===== src/rtl/barrel_shifter_rshift_pipe.sv =====
// ----------------------------------------------------------------------------
// barrel_shifter_rshift_pipe
//   Pipelined right barrel shifter: logical, arithmetic or rotate right.
//   Stage s shifts right by 2^s when bit s of the shift amount is set, so
//   SHW = log2(WIDTH) registered stages cover every amount 0..WIDTH-1.
//   A valid/ready handshake with per-stage valid bits lets bubbles collapse
//   and lets the pipe fill up behind a stalled consumer.
// ----------------------------------------------------------------------------
module barrel_shifter_rshift_pipe #(
  parameter int WIDTH = 8,
  parameter int SHW   = $clog2(WIDTH)
) (
  input  logic             clk,
  input  logic             rst,
  input  logic             in_valid,
  output logic             in_ready,
  input  logic [WIDTH-1:0] in_data,
  input  logic [SHW-1:0]   in_ctrl,
  input  logic [1:0]       in_mode,
  output logic             out_valid,
  input  logic             out_ready,
  output logic [WIDTH-1:0] out_data,
  output logic [SHW-1:0]   out_ctrl
);

  // Shift flavours. Encoding 2'b11 is folded onto MODE_LSR at the input,
  // so the stages only ever see the three legal values.
  typedef enum logic [1:0] {
    MODE_LSR = 2'b00,
    MODE_ASR = 2'b01,
    MODE_ROR = 2'b10
  } shift_mode_e;

  // Per-stage pipeline registers.
  logic [SHW-1:0]   v_q;
  logic [WIDTH-1:0] d_q [SHW];
  logic [SHW-1:0]   c_q [SHW];
  shift_mode_e      m_q [SHW];

  // Advance chain; adv[SHW] is the downstream ready.
  logic [SHW:0]     adv;

  // What each stage would load: stage 0 sees the ports, stage s sees s-1.
  logic [SHW-1:0]   src_v;
  logic [WIDTH-1:0] src_d [SHW];
  logic [SHW-1:0]   src_c [SHW];
  shift_mode_e      src_m [SHW];

  // Result of each stage's conditional shift, registered on advance.
  logic [WIDTH-1:0] sh_d  [SHW];

  shift_mode_e      in_mode_n;

  // Fold the reserved mode encoding onto logical shift.
  assign in_mode_n = (in_mode == 2'b11) ? MODE_LSR : shift_mode_e'(in_mode);

  // Ready propagates backwards: a stage may load if it is empty or if the
  // stage after it is moving this cycle.
  always_comb begin
    // NOTE: every combinational output gets a default before any conditional
    // logic, so no path leaves it unassigned and no latch is inferred.
    adv      = '0;
    adv[SHW] = out_ready;
    for (int s = SHW - 1; s >= 0; s--) begin
      adv[s] = !v_q[s] || adv[s+1];
    end
  end

  // Route each stage's source: the input ports for stage 0, the previous
  // stage's registers otherwise.
  always_comb begin
    src_v    = '0;
    src_v[0] = in_valid;
    src_d[0] = in_data;
    src_c[0] = in_ctrl;
    src_m[0] = in_mode_n;
    for (int s = 1; s < SHW; s++) begin
      src_v[s] = v_q[s-1];
      src_d[s] = d_q[s-1];
      src_c[s] = c_q[s-1];
      src_m[s] = m_q[s-1];
    end
  end

  // Stage s shifts right by 2^s when shift-amount bit s is set. The
  // arithmetic fill copies the MSB of the word entering the stage; since an
  // arithmetic shift keeps that MSB, the original sign survives every stage.
  always_comb begin
    for (int s = 0; s < SHW; s++) begin
      sh_d[s] = src_d[s];
      if (src_c[s][s]) begin
        case (src_m[s])
          MODE_ASR: sh_d[s] = $signed(src_d[s]) >>> (1 << s);
          MODE_ROR: sh_d[s] = (src_d[s] >> (1 << s))
                            | (src_d[s] << (WIDTH - (1 << s)));
          default:  sh_d[s] = src_d[s] >> (1 << s);
        endcase
      end
    end
  end

  // Pipeline registers: load on advance, clear everything on reset so an
  // aborted word can never leak out as a partial result.
  always_ff @(posedge clk) begin
    // NOTE: sequential state uses non-blocking assignments so every stage
    // samples its predecessor's pre-edge value, exactly like real flops.
    if (rst) begin
      // NOTE: data/ctrl/mode are cleared along with the valid bits so the
      // output ports read zero after reset; only v_q is functionally needed.
      v_q <= '0;
      for (int s = 0; s < SHW; s++) begin
        d_q[s] <= '0;
        c_q[s] <= '0;
        m_q[s] <= MODE_LSR;
      end
    end else begin
      for (int s = 0; s < SHW; s++) begin
        if (adv[s]) begin
          v_q[s] <= src_v[s];
          d_q[s] <= sh_d[s];
          c_q[s] <= src_c[s];
          m_q[s] <= src_m[s];
        end
      end
    end
  end

  assign in_ready  = adv[0];
  assign out_valid = v_q[SHW-1];
  assign out_data  = d_q[SHW-1];
  assign out_ctrl  = c_q[SHW-1];

endmodule

===== config.mk =====
export PLATFORM = sky130hd
export DESIGN_NAME = barrel_shifter_rshift_pipe
export DESIGN_NICKNAME = d
export VERILOG_FILES = /design/src/rtl/barrel_shifter_rshift_pipe.sv
export SDC_FILE = /design/constraint.sdc
export NUM_CORES = 1
export LEC_CHECK = 0
export CAP_MARGIN = 20
export CORE_ASPECT_RATIO = 1.4
export CORE_MARGIN = 8
export CORE_UTILIZATION = 47
export DETAILED_ROUTE_END_ITERATION = 10
export MAX_ROUTING_LAYER = met4
export PLACE_DENSITY = 0.75
export SLEW_MARGIN = 20
export SYNTH_ARGS = -nofsm -noshare
export SYNTH_HDL_FRONTEND = slang
export SYNTH_SLANG_ARGS = --single-unit

===== constraint.sdc =====
create_clock -name clk -period 1.55 [get_ports clk]
set_input_delay 0.31 -clock clk [delete_from_list [all_inputs] [get_ports clk]]
set_output_delay 0.31 -clock clk [all_outputs]
set_load 0.03 [all_outputs]

* Word-level counts from Yosys, hierarchy flattened
Memory sizes are Yosys's and may differ from the RTL's.
Cells that the tools add are included.
** Operators by class
- Eq/ne operators :: 7
- Mux-type cells :: 27
- Bitwise gates (word level) :: 12
- Reductions and logical operators :: 6
** Operators with widths (number)
- 8-bit two-way mux :: 6
- 8-bit case mux with 2 select lines :: 3
- 1-bit two-way mux :: 11
- 3-bit two-way mux :: 3
- 1-bit OR :: 9
- 2-bit == test (second input constant) :: 4
- 2-bit two-way mux :: 4
- 4-bit by 8-bit OR with 8-bit output :: 1
- 6-bit by 8-bit OR with 8-bit output :: 1
- 7-bit by 8-bit OR with 8-bit output :: 1
- 2-bit by 1-bit == test with 1-bit output (second input constant) :: 3
- 1-bit logical NOT :: 3
- 1-bit logical OR :: 3
** Word-level totals
- Register bits after elaboration :: 3
- RAM bits :: 39
- Output and inout port bits :: 13
- Memories kept :: 3
** Memories
- d_q :: words 3, bits a word 8, rd ports 3, clocked after Yosys merged registers in 0, write ports 3, RTL line 36 : logic [WIDTH-1:0] d_q [SHW];
- c_q :: words 3, bits a word 3, rd ports 3, clocked after Yosys merged registers in 0, write ports 3, RTL line 37 : logic [SHW-1:0] c_q [SHW];
- m_q :: words 3, bits a word 2, rd ports 2, clocked after Yosys merged registers in 0, write ports 3, RTL line 38 : shift_mode_e m_q [SHW];

* Depth between registers and ports, before layout
Gate-level depths: netlist of the first run.
- Depth after elaboration :: 8
- Mapped depth :: 5
- Gate-level depth less buffers :: 5

* Least setup slack after synthesis of the first run
OpenSTA, ideal clock, no wires.
- Path type :: flip-flop to flip-flop
- Start point :: register v_q[2]
- End point :: memory c_q[0][3] (netlist name) (enable)
- Library setup time :: 0.382 ns
- Arrival :: 1.181 ns
- Data required time :: 1.168 ns
- Slack :: -0.013 ns
- Cell stages (with the launch flop) :: 3
- Cell sequence :: dfxtp_1 -> nor2b_1 -> nand3b_1
** RTL lines
- from (decl) :: RTL line 35 : logic [SHW-1:0] v_q;
- from (signal, indexed assignment) :: RTL line 119 : v_q[s] <= src_v[s];
- to (decl) :: RTL line 37

==> results.md, run 1 <==
Status:
- The run finished with clean final reports.

Critical path:
- The slowest stage of the critical path belongs to the cell sky130_fd_sc_hd__clkdlybuf4s50_1.
- STA puts the critical path data required time at between 1500 and 2000 ps.
- In this run the worst path has a maximum fanout of 3.
- For this run, the slowest stage of the critical path takes around 500 ps.
- For the worst setup path, the data arrival time is between 1500 and 2000 ps.
- The critical path contains buffers and inverters numbering 2 combined.
- The dominant delay contributor by cell family on the critical path is buffers and inverters.
- The endpoint class of the critical path is a register.
- The signal on the critical path passes through clkdlybuf4s50_1, inv_1, ha_1, a32oi_1, a2bb2oi_1, nor2_1.
- The critical path class is primary input to register.
- The startpoint kind of the worst setup timing path is a primary input.

Placement:
- The post-detailed-placement cell area is between 2000 and 2500 um2.
- The pre-CTS setup slack is -237 ps.
- After legalization and detailed placement, the total HPWL measured between 2 and 2.5 mm.
- Buffers placed on the I/O ports in this run total 29.
- The placer congestion estimate is 0.750.

STA:
- The setup violation total in the final timing report is 0.
- The max-slew violation count was 0.
- For the pin with the worst max-slew slack, the measured transition is ~320 ps.
- Across the routed clock network, the largest skew measured is approximately 11 ps.
- The number of endpoints with negative hold slack in the final report is 0.
- The worst max-slew margin expressed relative to the limit is 78.3%.
- Setup repair after global routing left no endpoint under its margin.
- The maximum operating frequency is 0.678 GHz.
- The worst path meets setup with 75.0 ps of slack.
- Of the available clock period, the critical path in the final layout requires 95.2%.
- The time the final worst path needs with I/O delays and setup is 1470 ps.

Synth:
- The count of state elements after synthesis is 40.
- The net count of the mapped netlist is roughly 180.
- Summing the areas of all fa, ha and maj instances in the mapped netlist gives approximately 5.0% of the synthesized area.
- Counting flops with an async set or reset pin after synthesis yields a share of 0%.
- During synthesis, Yosys emitted a total of 0 warnings.
- After synthesis, the largest family of logic cells by area is simple AND/OR/NAND/NOR gates.
- The number of library cell types mapped by synthesis is 26.
- Dividing the synthesized area by the synthesized cell count gives about 13 um2.
- Summing every instance area after synthesis gives slightly below 2000 um2.
- The commonest cells after synthesis are sky130_fd_sc_hd__edfxtp_1 (37), sky130_fd_sc_hd__nor2_1 (31), sky130_fd_sc_hd__mux2i_1 (17), sky130_fd_sc_hd__buf_4 (11), sky130_fd_sc_hd__inv_1 (9).
- Of the total synthesized cell area, the portion taken by AND, OR, NAND and NOR gates is roughly an eighth.
- Yosys mapped a number of flops with a built-in enable equal to 37.
- The instance count of the mapped netlist is approximately 160.
- The share of the yosys chip area belonging to registers is between 50% and 60%.
- The cell taking the most area after synthesis is sky130_fd_sc_hd__edfxtp_1.
- The proportion of synthesized area in mux cells is under 10%.
- Yosys instantiated no cell more often than sky130_fd_sc_hd__edfxtp_1.
- The complex-gate fraction of the synthesized area is 6.42%.
- The synthesized design devotes to its leading area cell type between 50% and 60% of total area.
- By area the synthesized netlist is led by sky130_fd_sc_hd__edfxtp_1 (56%), sky130_fd_sc_hd__mux2i_1 (8.6%), sky130_fd_sc_hd__nor2_1 (5.9%).
- The xor/xnor cell area share of the yosys netlist is 0%.
- For this run, the leading register cell type out of synthesis is sky130_fd_sc_hd__edfxtp_1.

Finish:
- With fillers left out, the area of the finished cells amounts to ~2500 um2.
- Relative to the synthesized area, the layout overhead comes to 24.8%.
- The post-route netlist has between 10% and 20% of its cells at a drive strength greater than 1.
- The antenna diode instance count is 0.
- The number of nets at the end of the flow is about 210.

CTS:
- The root cell of the clock tree is sky130_fd_sc_hd__clkbuf_8.
- Post-CTS timing repair inserted 0 buffers for setup.
- The clock passes through at most 2 buffers.
- The clock net in this run drives a total of 40 sinks.
- The deepest level of the CTS H-tree is 2.
- The TritonCTS buffer count is 5.
- The clock latency at the later pin of the worst-skew pair is 290 ps.
- After clock tree synthesis, the clock-pin slew on the worst setup and hold paths is ~80 ps.
- TritonCTS built the clock tree.

Hold path:
- The worst min-delay path class is primary input to register.

Die:
- The die is 92.9 um tall.
- The standard cell core area is 4130 um2.
- The count of pins on the block boundary is 30.
- The die covers about 6600 um2.
- The starting density of the core is between 40% and 50%.
- Measured along the x axis, the die boundary spans between 70 and 80 um.
- The floorplan row count is 28.

GRT:
- Entering global routing, the biggest net connects 30 pins.
- Across every metal layer, demand over resource in global routing totals between 10 and 15%.
- The via count of the first global-routing pass is 1291.
- The wire length of the first global-routing pass is 5.77 mm.
- For this run the aggregate overflow at the end of global routing stands at 0.
- The number of antenna violations at the first check in global routing is 0.

Pwr:
- The power per unit of standard cell area is roughly 1100 nW/um2.
- The standby leakage power is 1.10 nW.
- The worst IR drop on VDD is between 1 and 1.5 mV.

Route:
- The count of nets left with antenna violations once routing finished came out at 0.
- Using the TritonRoute via totals, the vias-per-cell ratio works out to 5.36.
- For this block, the via count after detailed routing is 1248.
- The final layout contains routed wiring with a total length of around 3.3 mm.
- The detailed router finished its first iteration with 70 violations.
- In the routed design, unresolved DRC markers number 0.
- The routed length per placed instance is 14.1 um.
- Before antenna repair, the detailed router went through 5 iterations.

Run:
- The number of max-capacitance violations reported is 0.
-- state kept, by name, summed over array words and instances, names as in the netlist --
name  cells
c_q       9
m_q       4
v_q       3
d_q      24
-- repair_timing --
action                                  CTS  global route
pin swaps                                 0             0
endpoints found under the setup margin   12             1
hold buffers                              0             0
resized for setup                        12             1
-- final timing paths --
kind         startpoint          to  slack (ps)  cells after the start
max          in_mode[0]   d_q[0][7]          80                      6
min           out_ready      v_q[0]         480                      4
max reg2reg   m_q[0][0]  d_q[0][14]         150                      4
min reg2reg   c_q[0][3]   c_q[0][6]         540                      1
-- layer usage --
layer  up-vias  share of wire [%]  routed length [um]  global-route usage (%)
li1        602                  -                   -                       -
met1       602                 37                1210                    9.75
met2        42                 57                1860                    21.3
met3         2                6.1                 201                    4.97
met4         0               0.40                  13                    4.53
met5         -                  0                   0                       -
-- tightest hold or removal path, cell delays in order --
cell and delay, ps:
sky130_fd_sc_hd__dlymetal6s2s_1 100, sky130_fd_sc_hd__nand4b_4 150, sky130_fd_sc_hd__buf_4 110, sky130_fd_sc_hd__a21oi_1 50
-- per-stage QoR --
| stage | cells | utilization (%) | total power, mW | hold WS, ps | TNS, ps |
|---|---|---|---|---|---|
| after floorplan | 157 | - | 1.43 | 375 | 0 |
| after global placement | 225 | 56.4 | 1.51 | 504 | -1630 |
| after detailed placement | 225 | 56.4 | 1.53 | 506 | -2310 |
| after CTS | 233 | 59.9 | 2.68 | 547 | 0 |
| after global routing | 233 | 60.0 | 2.76 | 522 | 0 |
| final | 233 | 60.0 | 2.65 | 478 | 0 |
-- cells by family after synthesis --
family	Yosys count
buf+inv	27
fa+ha+maj	8
simple gates	49
flops	40
compound gates	16
mux	17
-- area by class of cell --
cell class | count | area (um2)
timing repair buffer | 40 | 408
clock buffer | 5 | 68.8
inverter | 10 | 37.5
multi-input combinational | 90 | 647
sequential | 40 | 1170
fill | 326 | 1650
clock inverter | 3 | 90.1
tap | 45 | 56.3
-- layout by cell type (no fill, tap or decap) --
cell type / count
sky130_fd_sc_hd__dfxtp_1: 2
sky130_fd_sc_hd__or2_2: 1
sky130_fd_sc_hd__dfxtp_2: 1
sky130_fd_sc_hd__nand4b_4: 1
sky130_fd_sc_hd__and2b_1: 1
sky130_fd_sc_hd__dlymetal6s2s_1: 1
sky130_fd_sc_hd__mux2i_1: 17
sky130_fd_sc_hd__nand2b_1: 1
sky130_fd_sc_hd__inv_1: 9
sky130_fd_sc_hd__nand3b_1: 1
sky130_fd_sc_hd__ha_1: 8
sky130_fd_sc_hd__clkdlybuf4s50_1: 15
sky130_fd_sc_hd__nand2_1: 1
sky130_fd_sc_hd__a21oi_1: 2
sky130_fd_sc_hd__a22oi_1: 4
sky130_fd_sc_hd__bufinv_16: 3
sky130_fd_sc_hd__clkbuf_8: 5
sky130_fd_sc_hd__edfxtp_1: 37
sky130_fd_sc_hd__and2_1: 8
sky130_fd_sc_hd__buf_12: 4
sky130_fd_sc_hd__a21oi_2: 1
sky130_fd_sc_hd__buf_4: 8
sky130_fd_sc_hd__inv_2: 1
sky130_fd_sc_hd__nand2b_2: 1
sky130_fd_sc_hd__nor2b_1: 2
sky130_fd_sc_hd__dlygate4sd2_1: 12
sky130_fd_sc_hd__or3_1: 1
sky130_fd_sc_hd__a32oi_1: 3
sky130_fd_sc_hd__nor2_1: 31
sky130_fd_sc_hd__a2bb2oi_1: 3
sky130_fd_sc_hd__a22o_1: 3
-- power by group --
part	internal (mW)	switching [mW]	leakage [nW]
logic	0.121	0.114	0.559
registers	1.23	0.0306	0.466
clock network	0.805	0.355	0.0784
total	2.15	0.499	1.10
Power figures use the tool's default switching activity.
==> run 2: changes to the inputs <==
--- a/config.mk
+++ b/config.mk
@@ -5,6 +5,7 @@
 export SDC_FILE = /design/constraint.sdc
 export NUM_CORES = 1
 export LEC_CHECK = 0
+export ABC_CLOCK_PERIOD_IN_PS = 1550
 export CAP_MARGIN = 20
 export CORE_ASPECT_RATIO = 1.4
 export CORE_MARGIN = 8
==> results of run 2 <==
No change in the layout: final DEF, timing and power equal those of run 1.
==> run 3: changes to the inputs <==
--- a/config.mk
+++ b/config.mk
@@ -5,7 +5,6 @@
 export SDC_FILE = /design/constraint.sdc
 export NUM_CORES = 1
 export LEC_CHECK = 0
-export ABC_CLOCK_PERIOD_IN_PS = 1550
 export CAP_MARGIN = 20
 export CORE_ASPECT_RATIO = 1.4
 export CORE_MARGIN = 8
==> results of run 3 <==
No change in the layout: final DEF, timing and power equal those of run 1.
